--- src/rtl/trap_sequencer.sv ---
// trap_sequencer: arbitrates exceptions, machine interrupts and MRET in XB,
// then issues the CSR commit pulse, the fetch redirect and a flush window.
//
// state  | meaning
// IDLE   | accepting events from a non-bubble XB instruction
// ENTER  | trap entry: trap_commit, redirect_valid and flush asserted
// RETURN | MRET: mret_commit, redirect_valid and flush asserted
// SETTLE | flush held while the pipeline drains; all inputs ignored
module trap_sequencer #(
    parameter int unsigned SETTLE_CYCLES = 2,
    parameter bit          VECTORED      = 1'b0
) (
    input  logic        clk,
    input  logic        resetb,
    input  logic        XB_bubble,
    input  logic [31:0] XB_pc,
    input  logic        exc_valid,
    input  logic [3:0]  exc_code,
    input  logic [31:0] exc_tval,
    input  logic        XB_mret,
    input  logic        irq_ext,
    input  logic        irq_soft,
    input  logic        irq_timer,
    input  logic        csr_mstatus_mie,
    input  logic [2:0]  csr_mie,
    input  logic [31:0] csr_mtvec,
    input  logic [31:0] csr_mepc,
    output logic        trap_commit,
    output logic [31:0] trap_epc,
    output logic [31:0] trap_cause,
    output logic [31:0] trap_tval,
    output logic        mret_commit,
    output logic        redirect_valid,
    output logic [31:0] redirect_pc,
    output logic        flush,
    output logic [2:0]  mip
);

    typedef enum logic [1:0] {IDLE, ENTER, RETURN, SETTLE} state_t;

    state_t      state_q, state_d;
    logic [3:0]  cnt_q, cnt_d;
    logic        ext_s1_q, ext_s2_q, soft_q, timer_q;
    logic        trap_commit_q, trap_commit_d;
    logic        mret_commit_q, mret_commit_d;
    logic        redirect_valid_q, redirect_valid_d;
    logic        flush_q, flush_d;
    logic [31:0] trap_epc_q, trap_epc_d;
    logic [31:0] trap_cause_q, trap_cause_d;
    logic [31:0] trap_tval_q, trap_tval_d;
    logic [31:0] redirect_pc_q, redirect_pc_d;

    logic [2:0]  pending;
    logic [3:0]  irq_code;
    logic [31:0] vec_base;
    logic [31:0] irq_target;

    // Low address bits of the vector base and return address are architecturally ignored.
    logic unused_low_bits;
    assign unused_low_bits = ^{csr_mtvec[1:0], csr_mepc[1:0]};

    assign pending    = {ext_s2_q, soft_q, timer_q} & csr_mie & {3{csr_mstatus_mie}};
    assign irq_code   = pending[2] ? 4'd11 : (pending[1] ? 4'd3 : 4'd7);
    assign vec_base   = {csr_mtvec[31:2], 2'b00};
    assign irq_target = VECTORED ? (vec_base + {26'b0, irq_code, 2'b00}) : vec_base;

    // Next-state and registered-output computation; pulses are decoded from the next state.
    always_comb begin
        state_d       = state_q;
        cnt_d         = cnt_q;
        trap_epc_d    = trap_epc_q;
        trap_cause_d  = trap_cause_q;
        trap_tval_d   = trap_tval_q;
        redirect_pc_d = redirect_pc_q;
        case (state_q)
            IDLE: begin
                if (!XB_bubble) begin
                    if (exc_valid) begin
                        state_d       = ENTER;
                        trap_epc_d    = XB_pc;
                        trap_cause_d  = {28'b0, exc_code};
                        trap_tval_d   = exc_tval;
                        redirect_pc_d = vec_base;
                    end else if (|pending) begin
                        // An interrupt also pre-empts an MRET sitting in XB.
                        state_d       = ENTER;
                        trap_epc_d    = XB_pc;
                        trap_cause_d  = {1'b1, 27'b0, irq_code};
                        trap_tval_d   = 32'b0;
                        redirect_pc_d = irq_target;
                    end else if (XB_mret) begin
                        state_d       = RETURN;
                        trap_epc_d    = XB_pc;
                        redirect_pc_d = {csr_mepc[31:2], 2'b00};
                    end
                end
            end
            ENTER, RETURN: begin
                state_d = SETTLE;
                cnt_d   = SETTLE_CYCLES[3:0];
            end
            SETTLE: begin
                if (cnt_q <= 4'd1) begin
                    state_d = IDLE;
                    cnt_d   = 4'd0;
                end else begin
                    cnt_d = cnt_q - 4'd1;
                end
            end
            default: begin
                state_d = IDLE;
                cnt_d   = 4'd0;
            end
        endcase
        trap_commit_d    = (state_d == ENTER);
        mret_commit_d    = (state_d == RETURN);
        redirect_valid_d = (state_d == ENTER) || (state_d == RETURN);
        flush_d          = (state_d != IDLE);
    end

    // State, settle counter, interrupt synchronizers and registered outputs.
    always_ff @(posedge clk or negedge resetb) begin
        if (!resetb) begin
            state_q          <= IDLE;
            cnt_q            <= 4'd0;
            ext_s1_q         <= 1'b0;
            ext_s2_q         <= 1'b0;
            soft_q           <= 1'b0;
            timer_q          <= 1'b0;
            trap_commit_q    <= 1'b0;
            mret_commit_q    <= 1'b0;
            redirect_valid_q <= 1'b0;
            flush_q          <= 1'b0;
            trap_epc_q       <= 32'b0;
            trap_cause_q     <= 32'b0;
            trap_tval_q      <= 32'b0;
            redirect_pc_q    <= 32'b0;
        end else begin
            state_q          <= state_d;
            cnt_q            <= cnt_d;
            ext_s1_q         <= irq_ext;
            ext_s2_q         <= ext_s1_q;
            soft_q           <= irq_soft;
            timer_q          <= irq_timer;
            trap_commit_q    <= trap_commit_d;
            mret_commit_q    <= mret_commit_d;
            redirect_valid_q <= redirect_valid_d;
            flush_q          <= flush_d;
            trap_epc_q       <= trap_epc_d;
            trap_cause_q     <= trap_cause_d;
            trap_tval_q      <= trap_tval_d;
            redirect_pc_q    <= redirect_pc_d;
        end
    end

    assign trap_commit    = trap_commit_q;
    assign mret_commit    = mret_commit_q;
    assign redirect_valid = redirect_valid_q;
    assign flush          = flush_q;
    assign trap_epc       = trap_epc_q;
    assign trap_cause     = trap_cause_q;
    assign trap_tval      = trap_tval_q;
    assign redirect_pc    = redirect_pc_q;
    assign mip            = {ext_s2_q, soft_q, timer_q};

endmodule

--- config.mk ---
export PLATFORM = sky130hd
export DESIGN_NAME = trap_sequencer
export DESIGN_NICKNAME = d
export VERILOG_FILES = /design/src/rtl/trap_sequencer.sv
export SDC_FILE = /design/constraint.sdc
export NUM_CORES = 1
export LEC_CHECK = 0
export ABC_AREA = 1
export ABC_CLOCK_PERIOD_IN_PS = 2100
export BUFFER_PORTS_ARGS = -buffer_cell sky130_fd_sc_hd__buf_2
export CAP_MARGIN = 20
export CORE_MARGIN = 2
export CORE_UTILIZATION = 25
export CTS_CLUSTER_SIZE = 10
export DETAILED_ROUTE_END_ITERATION = 7
export GPL_TIMING_DRIVEN = 1
export PLACE_DENSITY = 0.55
export SYNTH_ARGS = -nofsm -noshare
export SYNTH_HDL_FRONTEND = slang
export SYNTH_SLANG_ARGS = --single-unit
--- constraint.sdc ---
create_clock -name clk -period 2.1 [get_ports clk]
set_input_delay 0.105 -clock clk [delete_from_list [all_inputs] [get_ports clk]]
set_output_delay 0.105 -clock clk [all_outputs]
set_load 0.005 [all_outputs]
# ---- Word level (Yosys, flattened, before mapping)
# Cells that the tools add are included.
dict set report word_totals {
  word_cells 54
  reg_bits 142
  in_bits 144
  output_inout_bits 135
}
dict set report classes {
  n_lt_le_gt_ge 1
  mux 20
  eq_ne 5
  addsub 1
  reduce_logical 10
  n_bitwise 3
}
# operator n
set ops {}
lappend ops {{$mux 32} 10}
lappend ops {{$mux 2} 5}
lappend ops {{$mux 4} 2}
lappend ops {{$pmux 4 s2} 1}
lappend ops {{$and 3x3->3} 2}
lappend ops {{$eq 2x2->1 const B} 3}
lappend ops {{$pmux 2 s3} 1}
lappend ops {{$reduce_and 3->1} 2}
lappend ops {{$reduce_bool 2->1} 3}
lappend ops {{$eq 2x1->1 const B} 2}
lappend ops {{$le 4x1->1 const B} 1}
lappend ops {{$sub 4x1->4 const B} 1}
lappend ops {{$mux 3} 1}
lappend ops {{$reduce_bool 3->1} 1}
lappend ops {{$reduce_or 3->1} 1}
lappend ops {{$logic_not 2->1} 1}
lappend ops {{$reduce_or 2->1} 1}
lappend ops {{$logic_or 1x1->1} 1}
lappend ops {{$not 1->1} 1}

# ---- Depth between registers and ports, before layout
# Gate-level depths: netlist (run 1).
dict set report depth {
  depth_word 9
  ltp_mapped 9
  depth_no_buf 8
}

# ---- Worst setup path after synthesis (run 1)
# Ideal clock, no wire load.
dict set report synth_timing {
  path_kind {reg2reg}
  startpoint {register state_q[0]}
  endpoint {register redirect_valid_q, in the netlist redirect_valid}
  period_less_slack_ns 1.699
  path_slack_ns 0.401
  stages_incl_launch_ff 9
  t_arrival_ns 1.573
  t_required_ns 1.974
  path_cell_list {dfrtp_1 inv_1 ha_1 inv_1 buf_2 nand2_1 a31oi_1 a21o_1 ha_1}
}
dict set report synth_between {
  elab_chain_cells 7
  word_cells_on_any_way 14
  classes_between {eq/ne: 5; mux: 6; reduce/logical: 3}
}
# item line
set synth_lines {}
lappend synth_lines {{start, declared} 41} ;# state_t state_q, state_d;
lappend synth_lines {{start signal, assigned} 139} ;# state_q <= state_d;
lappend synth_lines {{$mux 2} 91} ;# end else if (XB_mret) begin
lappend synth_lines {{$mux 2} 84} ;# end else if (|pending) begin
lappend synth_lines {{$mux 2} 78} ;# if (exc_valid) begin
lappend synth_lines {{$mux 2} 77} ;# if (!XB_bubble) begin
lappend synth_lines {{$pmux 2 s3 (*)} 75} ;# case (state_q)
lappend synth_lines {{$eq 2x1->1 or $eq 2x2->1 (tied branches)} 117} ;# redirect_valid_d = (state_d == ENTER) || (state_d == RETURN);
lappend synth_lines {{$logic_or 1x1->1 (*)} 117}
lappend synth_lines {{named net redirect_valid_d} 46} ;# logic redirect_valid_q, redirect_valid_d;
lappend synth_lines {{end signal, assigned} 147} ;# redirect_valid_q <= redirect_valid_d;
lappend synth_lines {{end, declared} 46}
# Mark *: on every way through the listed nets, which the timed path passes. The rest lies on a longest branch.
# A chain may end at the register's enable or synchronous reset.

# ---- Worst setup path in the final report (run 1)
dict set report layout_timing {
  startpoint {register ext_s2_q}
  endpoint {register redirect_pc_q[15], in the netlist redirect_pc[15]}
}
dict set report layout_between {
  elab_chain_cells 5
  word_cells_on_any_way 7
  classes_between {mux: 2; bitwise: 2; reduce/logical: 3}
}
# item line
set layout_lines {}
lappend layout_lines {{start, declared} 43} ;# logic ext_s1_q, ext_s2_q, soft_q, timer_q;
lappend layout_lines {{start signal, assigned} 142} ;# ext_s2_q <= ext_s1_q;
lappend layout_lines {{$and 3x3->3 (*) (2 in series)} 62} ;# assign pending = {ext_s2_q, soft_q, timer_q} & csr_mie & {3{csr_mstatus_mie}};
lappend layout_lines {{$reduce_or 3->1 (*)} 84}
lappend layout_lines {{$reduce_bool 3->1 (no source line) or $mux 32 (tied branches)} --}
lappend layout_lines {{$reduce_and 3->1 (no source line) or $mux 32 (tied branches)} --}
lappend layout_lines {{end signal, assigned} 152} ;# redirect_pc_q <= redirect_pc_d;
lappend layout_lines {{end, declared} 51} ;# logic [31:0] redirect_pc_q, redirect_pc_d;
# Every way passes the cells marked *; elsewhere a longest branch is shown, timed or not.

==> results of run 1 <==
==> through the flow <==
stage	power [W]	hold WS, ns	instance area, um^2
after floorplan	0.00546	-0.191	5450
after global placement	0.00688	0.157	6700
after global routing	0.0107	0.0238	8340
after CTS	0.0100	0.000583	8330
after detailed placement	0.00695	0.157	6700
final	0.00987	0.0198	8340
==> layout make-up <==
class | instances | share of cell area, %
Tap cell | 275 | 4.12
Sequential cell | 113 | 33.9
Clock buffer | 22 | 5.56
Timing Repair Buffer | 362 | 29.1
Clock inverter | 10 | 1.30
Multi-Input combinational cell | 465 | 25.5
Inverter | 11 | 0.525
==> cells in the final DEF (no fill, tap or decap), types with 2 or more instances in the layout <==
master / n
a21oi_1: 7
a31oi_1: 2
buf_12: 4
buf_2: 244
buf_4: 7
bufinv_16: 2
clkbuf_1: 3
clkbuf_16: 17
clkbuf_8: 2
clkinv_2: 5
clkinvlp_4: 2
conb_1: 29
dfrtp_1: 113
dlygate4sd3_1: 106
ha_1: 7
inv_1: 10
nand2_1: 325
nand2_4: 2
nand3_1: 6
nand3_2: 2
nand4_1: 2
nor2_1: 6
nor2_4: 3
o21ai_0: 33
o21ai_2: 36
xor2_1: 2
==> metal layers <==
layer | track usage, % | vias to the layer above | wire, um
li1 | - | 2583 | -
met1 | 17.9 | 2391 | 7390
met2 | 23.7 | 159 | 7750
met3 | 3.42 | 15 | 913
met4 | 5.19 | 0 | 235
met5 | 0 | - | 0
==> flip-flops by register name, indices dropped and copies added, names as in the netlist, 2 cells and up <==
signal and count:
trap_tval 32, trap_epc 32, state_q 2, cnt_q 4, trap_cause 5, redirect_pc 30
==> final timing paths <==
check,end,slack (ns),cells past startpoint
min reg2reg,ext_s2_q,0.35,0
min in group asynchronous,trap_tval[17],0.24,3
min,redirect_pc[25],0.02,5
max reg2reg,redirect_pc[15],0.16,9
max,redirect_pc[15],0.16,9
max in group asynchronous,redirect_pc[18],1.37,3
==> what timing repair did <==
| item | CTS | global route |
|---|---|---|
| endpoints found under the hold margin | 211 | 0 |
| hold buffers | 106 | 0 |
| resized for setup | 0 | 2 |
| endpoints found under the setup margin | 0 | 7 |
==> cell families after synthesis <==
| logic type | share of synthesized area (%) |
|---|---|
| simple gates | 25.7 |
| flops | 52.9 |
| compound gates | 10.0 |
| buf+inv | 9.34 |
| fa+ha+maj | 1.64 |
| xor+xnor | 0.328 |
| other cells | 0.0702 |
==> power by group through the flow <==
| stage | Clock (W) | Combinational [W] | Sequential (W) |
|---|---|---|---|
| after floorplan | 0 | 0.00172 | 0.00374 |
| after global placement | 0 | 0.00326 | 0.00362 |
| after detailed placement | 0 | 0.00332 | 0.00363 |
| after CTS | 0.00292 | 0.00348 | 0.00362 |
| after global routing | 0.00304 | 0.00388 | 0.00374 |
| final | 0.00283 | 0.00342 | 0.00362 |
==> critical path, cell delays in order (launching register included) <==
cell and delay, ns:
dfrtp_1 0.39, nand3_2 0.12, nand2_4 0.11, nor2_4 0.18
buf_8 0.23, nand2_1 0.09, nand2_1 0.08, dlygate4sd3_1 0.54
nand2_1 0.05, nand2_1 0.06
==> results_dict.tcl, run 1 <==
set metrics [dict create \
    status "finished, final reports clean" \
    path_class "reg -> reg" \
    period_needed_ns 1.94 \
    drtIter0Drc 155 \
    crit_path_max_fanout 30 \
    ys_types 24 \
    maxCapViolCount 0 \
    cts_tree "done" \
    synth_edf_count 0 \
    drc 0 \
    grt_usage_pct 14.2 \
    comb_power_share_pct 34.6 \
    powerDensity_nw_per_um2 1180 \
    cts_buffer_depth 2 \
    vias 5148 \
    grt.overflow.total 0 \
    maxSlewViolCount 0 \
    synth_common_cells "nand2_1 (325), dfrtp_1 (113), buf_4 (39)" \
    avgSynthCellArea_um2 8.54 \
    layout-drive-gt1-share_pct 33.6 \
    core-area_um2 21000 \
    wirelength_um 16300 \
    hold_viol_final 0 \
    hold_path.class "in -> reg" \
    synth.top_cell.area_share_pct 52.9 \
    finalSetupViolCount 0 \
    die_area_um2 22600 \
    final-seq-area_um2 2830 \
    p_seq_share_pct 36.7 \
    gp_congestion 0.749 \
    start_util_pct 25.4 \
    postCtsSetupBuffers 0 \
    synth_ff_type "dfrtp_1" \
    utilization_pct 39.7 \
    rsz0062_at_grt "no" \
    htree_levels 4 \
    layout.cells.non_filler 1258 \
    first_global_vias 4898 \
    fin_crit_sh_pct 92.2 \
    ios 279 \
    numCtsBuffers 17 \
    place_hpwl_um 10600 \
    dp_cells 1120 \
    hp-start "csr_mtvec[25]" \
    yosys_warnings 0 \
    fmax_ghz 0.516 \
    crit_start "ext_s2_q" \
    fin_setup_tns_ns 0 \
    yosysTopAreaCell "dfrtp_1" \
    cp-end-kind "register" \
    root_buffer "clkbuf_16" \
    async_flop_share_pct 100 \
    p_leak_nw 4.57 \
    switchingPower_w 0.00333 \
    netlist_area_um2 5350 \
    worstSkewPairLatency_ns 0.41 \
    dpl_worst_slack_ns 0.256 \
    dieWidth_um 150 \
    nets 1121 \
    clk_pin_slew_ns 0.05 \
    synthCells 626 \
    p_int_w 0.00654 \
    grt_max_degree 74 \
    worst_slack_ns 0.163 \
    yosysSeqAreaShare_pct 52.9 \
    antenna_cells 0 \
    drtAntennaViolNets 0 \
    vdd_drop_max_mv 0.528 \
    grt_pass1_wl_um 24800 \
    worst_slew_margin_rel_pct 63.9 \
    yosysMostFrequentCell "nand2_1" \
    first_pass_iters 4 \
    row_count 53 \
    fp.dieH_um 150 \
    antenna_found_initial 1 \
    multiInputGateArea_um2 2120 \
    required_ns 2.45 \
    critPathArrivalTime_ns 2.28 \
    synthTopCellsByArea "dfrtp_1 (53%), nand2_1 (23%), o21ai_2 (5.9%)" \
    skew_ns 0.00573 \
    rr_startpoint "ext_s2_q" \
    tightest_slew_ns 0.542 \
    synth_seq_cells 113 \
    swShare_pct 33.7 \
    wl_per_cell_um 12.9 \
    area_growth_pct 56.1 \
    nFillCells 2164 \
    cp-start-kind "register" \
    clockPowerShare_pct 28.7 \
    clock-sinks 113 \
    numPortBuffers 245 \
    viasPerCell 4.09 \
]
Power figures use the tool's default switching activity.
==> run 2, diff against run 1 <==
Settings changed: PLACE_DENSITY 0.55 to unset.
==> run 2 against run 1 <==
Net effect: critical path depth is the same; via count fell by 0.95%; sequential share of layout area up 0.20 points; critical endpoint is now redirect_pc[12]; non-clock buffer count shrank 12; routed wire length fell by 0.71%; die area unchanged.
==> results_dict.tcl, run 2 (synthesis gave the netlist of run 1 again) <==
set metrics [dict create \
    layout_common_cells "nand2_1 (325), buf_2 (244), dfrtp_1 (113)" \
    worstSkewPairLatency_ns 0.40 \
    grt.overflow.total 0 \
    cp-end-kind "register" \
    antenna_found_initial 0 \
    dieWidth_um 150 \
    dp_cells 1121 \
    ios 279 \
    r2r-end "redirect_pc[12]" \
    hold_viol_final 0 \
    r2r_cells 9 \
    antenna_cells 0 \
    crit_path_frequent_cell "nand2_1" \
    design_area_um2 8290 \
    required_ns 2.44 \
    row_count 53 \
    path_class "reg -> reg" \
    nFillCells 2094 \
    path_depth 9 \
    crit_start "ext_s2_q" \
    htree_levels 4 \
    final-seq-area_um2 2830 \
    max_stage_delay_ns 0.56 \
    grtUsageMet3_pct 3.42 \
    crit_buf_inv 2 \
    maxSlewViolCount 0 \
    fin_setup_tns_ns 0 \
    tightest_slew_ns 0.571 \
    skew_ns 0.00656 \
    rsz0062_at_grt "no" \
    core-area_um2 21000 \
    start_util_pct 25.4 \
    layout.cells.non_filler 1246 \
    period_needed_ns 1.96 \
    regToRegSetupSlack_ns 0.14 \
    die_area_um2 22600 \
    grt_use_met1_pct 16.5 \
    hold_path.class "in -> reg" \
    wl_per_cell_um 13.0 \
    grt_max_degree 74 \
    critPathSlowestCell "dlygate4sd3_1" \
    multiInputGateArea_um2 2120 \
    root_buffer "clkbuf_16" \
    area_growth_pct 55.1 \
    layout-drive-gt1-share_pct 34.1 \
    first_global_vias 5043 \
    worstHoldPathCells 5 \
    place_hpwl_um 10800 \
    grt_busiest_layer "met2" \
    first_pass_iters 4 \
    clock-sinks 113 \
    critPathArrivalTime_ns 2.30 \
    crit_family "buffers and inverters" \
    vdd_drop_max_mv 0.529 \
    powerDensity_nw_per_um2 1230 \
    layout.cells.most_common "nand2_1" \
    crit_path_max_fanout 30 \
    grt_use_met2_pct 24.7 \
    rr_startpoint "ext_s2_q" \
    fmax_ghz 0.510 \
    drc 0 \
    numCtsBuffers 17 \
    finalSetupViolCount 0 \
    endpoint "redirect_pc[12]" \
    status "finished, final reports clean" \
    grt_pass1_wl_um 24600 \
    grt_usage_pct 14.1 \
    utilization_pct 39.4 \
    drtIter0Drc 196 \
    cts_tree "done" \
    numPortBuffers 245 \
    vias 5099 \
    fin_crit_sh_pct 93.4 \
    fp.dieH_um 150 \
    cp-start-kind "register" \
    maxCapViolCount 0 \
    drtAntennaViolNets 0 \
    clk_pin_slew_ns 0.06 \
    wirelength_um 16200 \
    gp_congestion 0.750 \
    worst_slew_margin_rel_pct 61.9 \
    cts_buffer_depth 2 \
    p_leak_nw 4.55 \
    whs_ns 0.0204 \
    crit_path_cell_trace "nand3_2, nand2_4, nor2_4, buf_8, nand2_1, nand2_1, dlygate4sd3_1, nand2_1, nand2_1" \
    dpl_cell_area_um2 6710 \
    viasPerCell 4.09 \
    nets 1109 \
]
run 2: changes by cell type in the layout (fill, tap and decap cells not counted):
cell           previous run  this run
inv_6                     1         0
clkinvlp_4                2         1
bufinv_16                 2         5
clkinv_4                  0         1
buf_4                     7         8
clkinv_2                  5         3
dlygate4sd3_1           106        93
run 2: repair_timing:
item | 4_1_cts | 5_1_grt
gates resized for setup | 0 | 2
hold buffers | 93 | 0
hold endpoints to repair | 128 | 0
setup buffers | 0 | 0
endpoints found under the setup margin | 0 | 3
run 2: final cells by class:
class                      count  share of cell area (%)
clock buffer                  22                    5.60
inverter                      11                   0.528
timing repair buffer         350                    27.8
sequential                   113                    34.1
clock inverter                10                    2.19
multi-input combinational    465                    25.6
tap                          275                    4.15
run 2: report_power, final:
part / internal (W) / switching, W
combinational: 0.00157 / 0.00183
sequential: 0.00315 / 0.000475
clock: 0.00216 / 0.00100
total: 0.00689 / 0.00331
run 2: worst min-delay path, cell delays in order:
cell     delay, ns
buf_2         0.07
nand2_1       0.05
nand2_1       0.07
nand2_1       0.05
nand2_1       0.04
run 2: routing by layer:
layer  vias up  share of wire (%)
li1       2562                  -
met1      2340                 43
met2       171                 49
met3        26                5.5
met4         0                2.3
met5         -                  0
run 2: worst min-delay path by stage:
stage | startpoint | slack (ns) | end
finish | csr_mepc[21] | 0.02 | redirect_pc[21]
global route | csr_mtvec[7] | 0.03 | redirect_pc[7]
CTS | csr_mepc[10] | 0.0005 | redirect_pc[10]
detailed placement | resetb | 0.14 | trap_tval[16]
global placement | resetb | 0.14 | trap_tval[15]
floorplan | resetb | -0.19 | cnt_q[0]
run 2: stage by stage:
stage | power, W | worst slack (ns)
2_1_floorplan | 0.00546 | 0.401
5_1_grt | 0.0110 | 0.0142
6_report | 0.0102 | 0.139
4_1_cts | 0.0103 | 0.0227
3_5_place_dp | 0.00693 | 0.288
3_3_place_gp | 0.00685 | 0.294
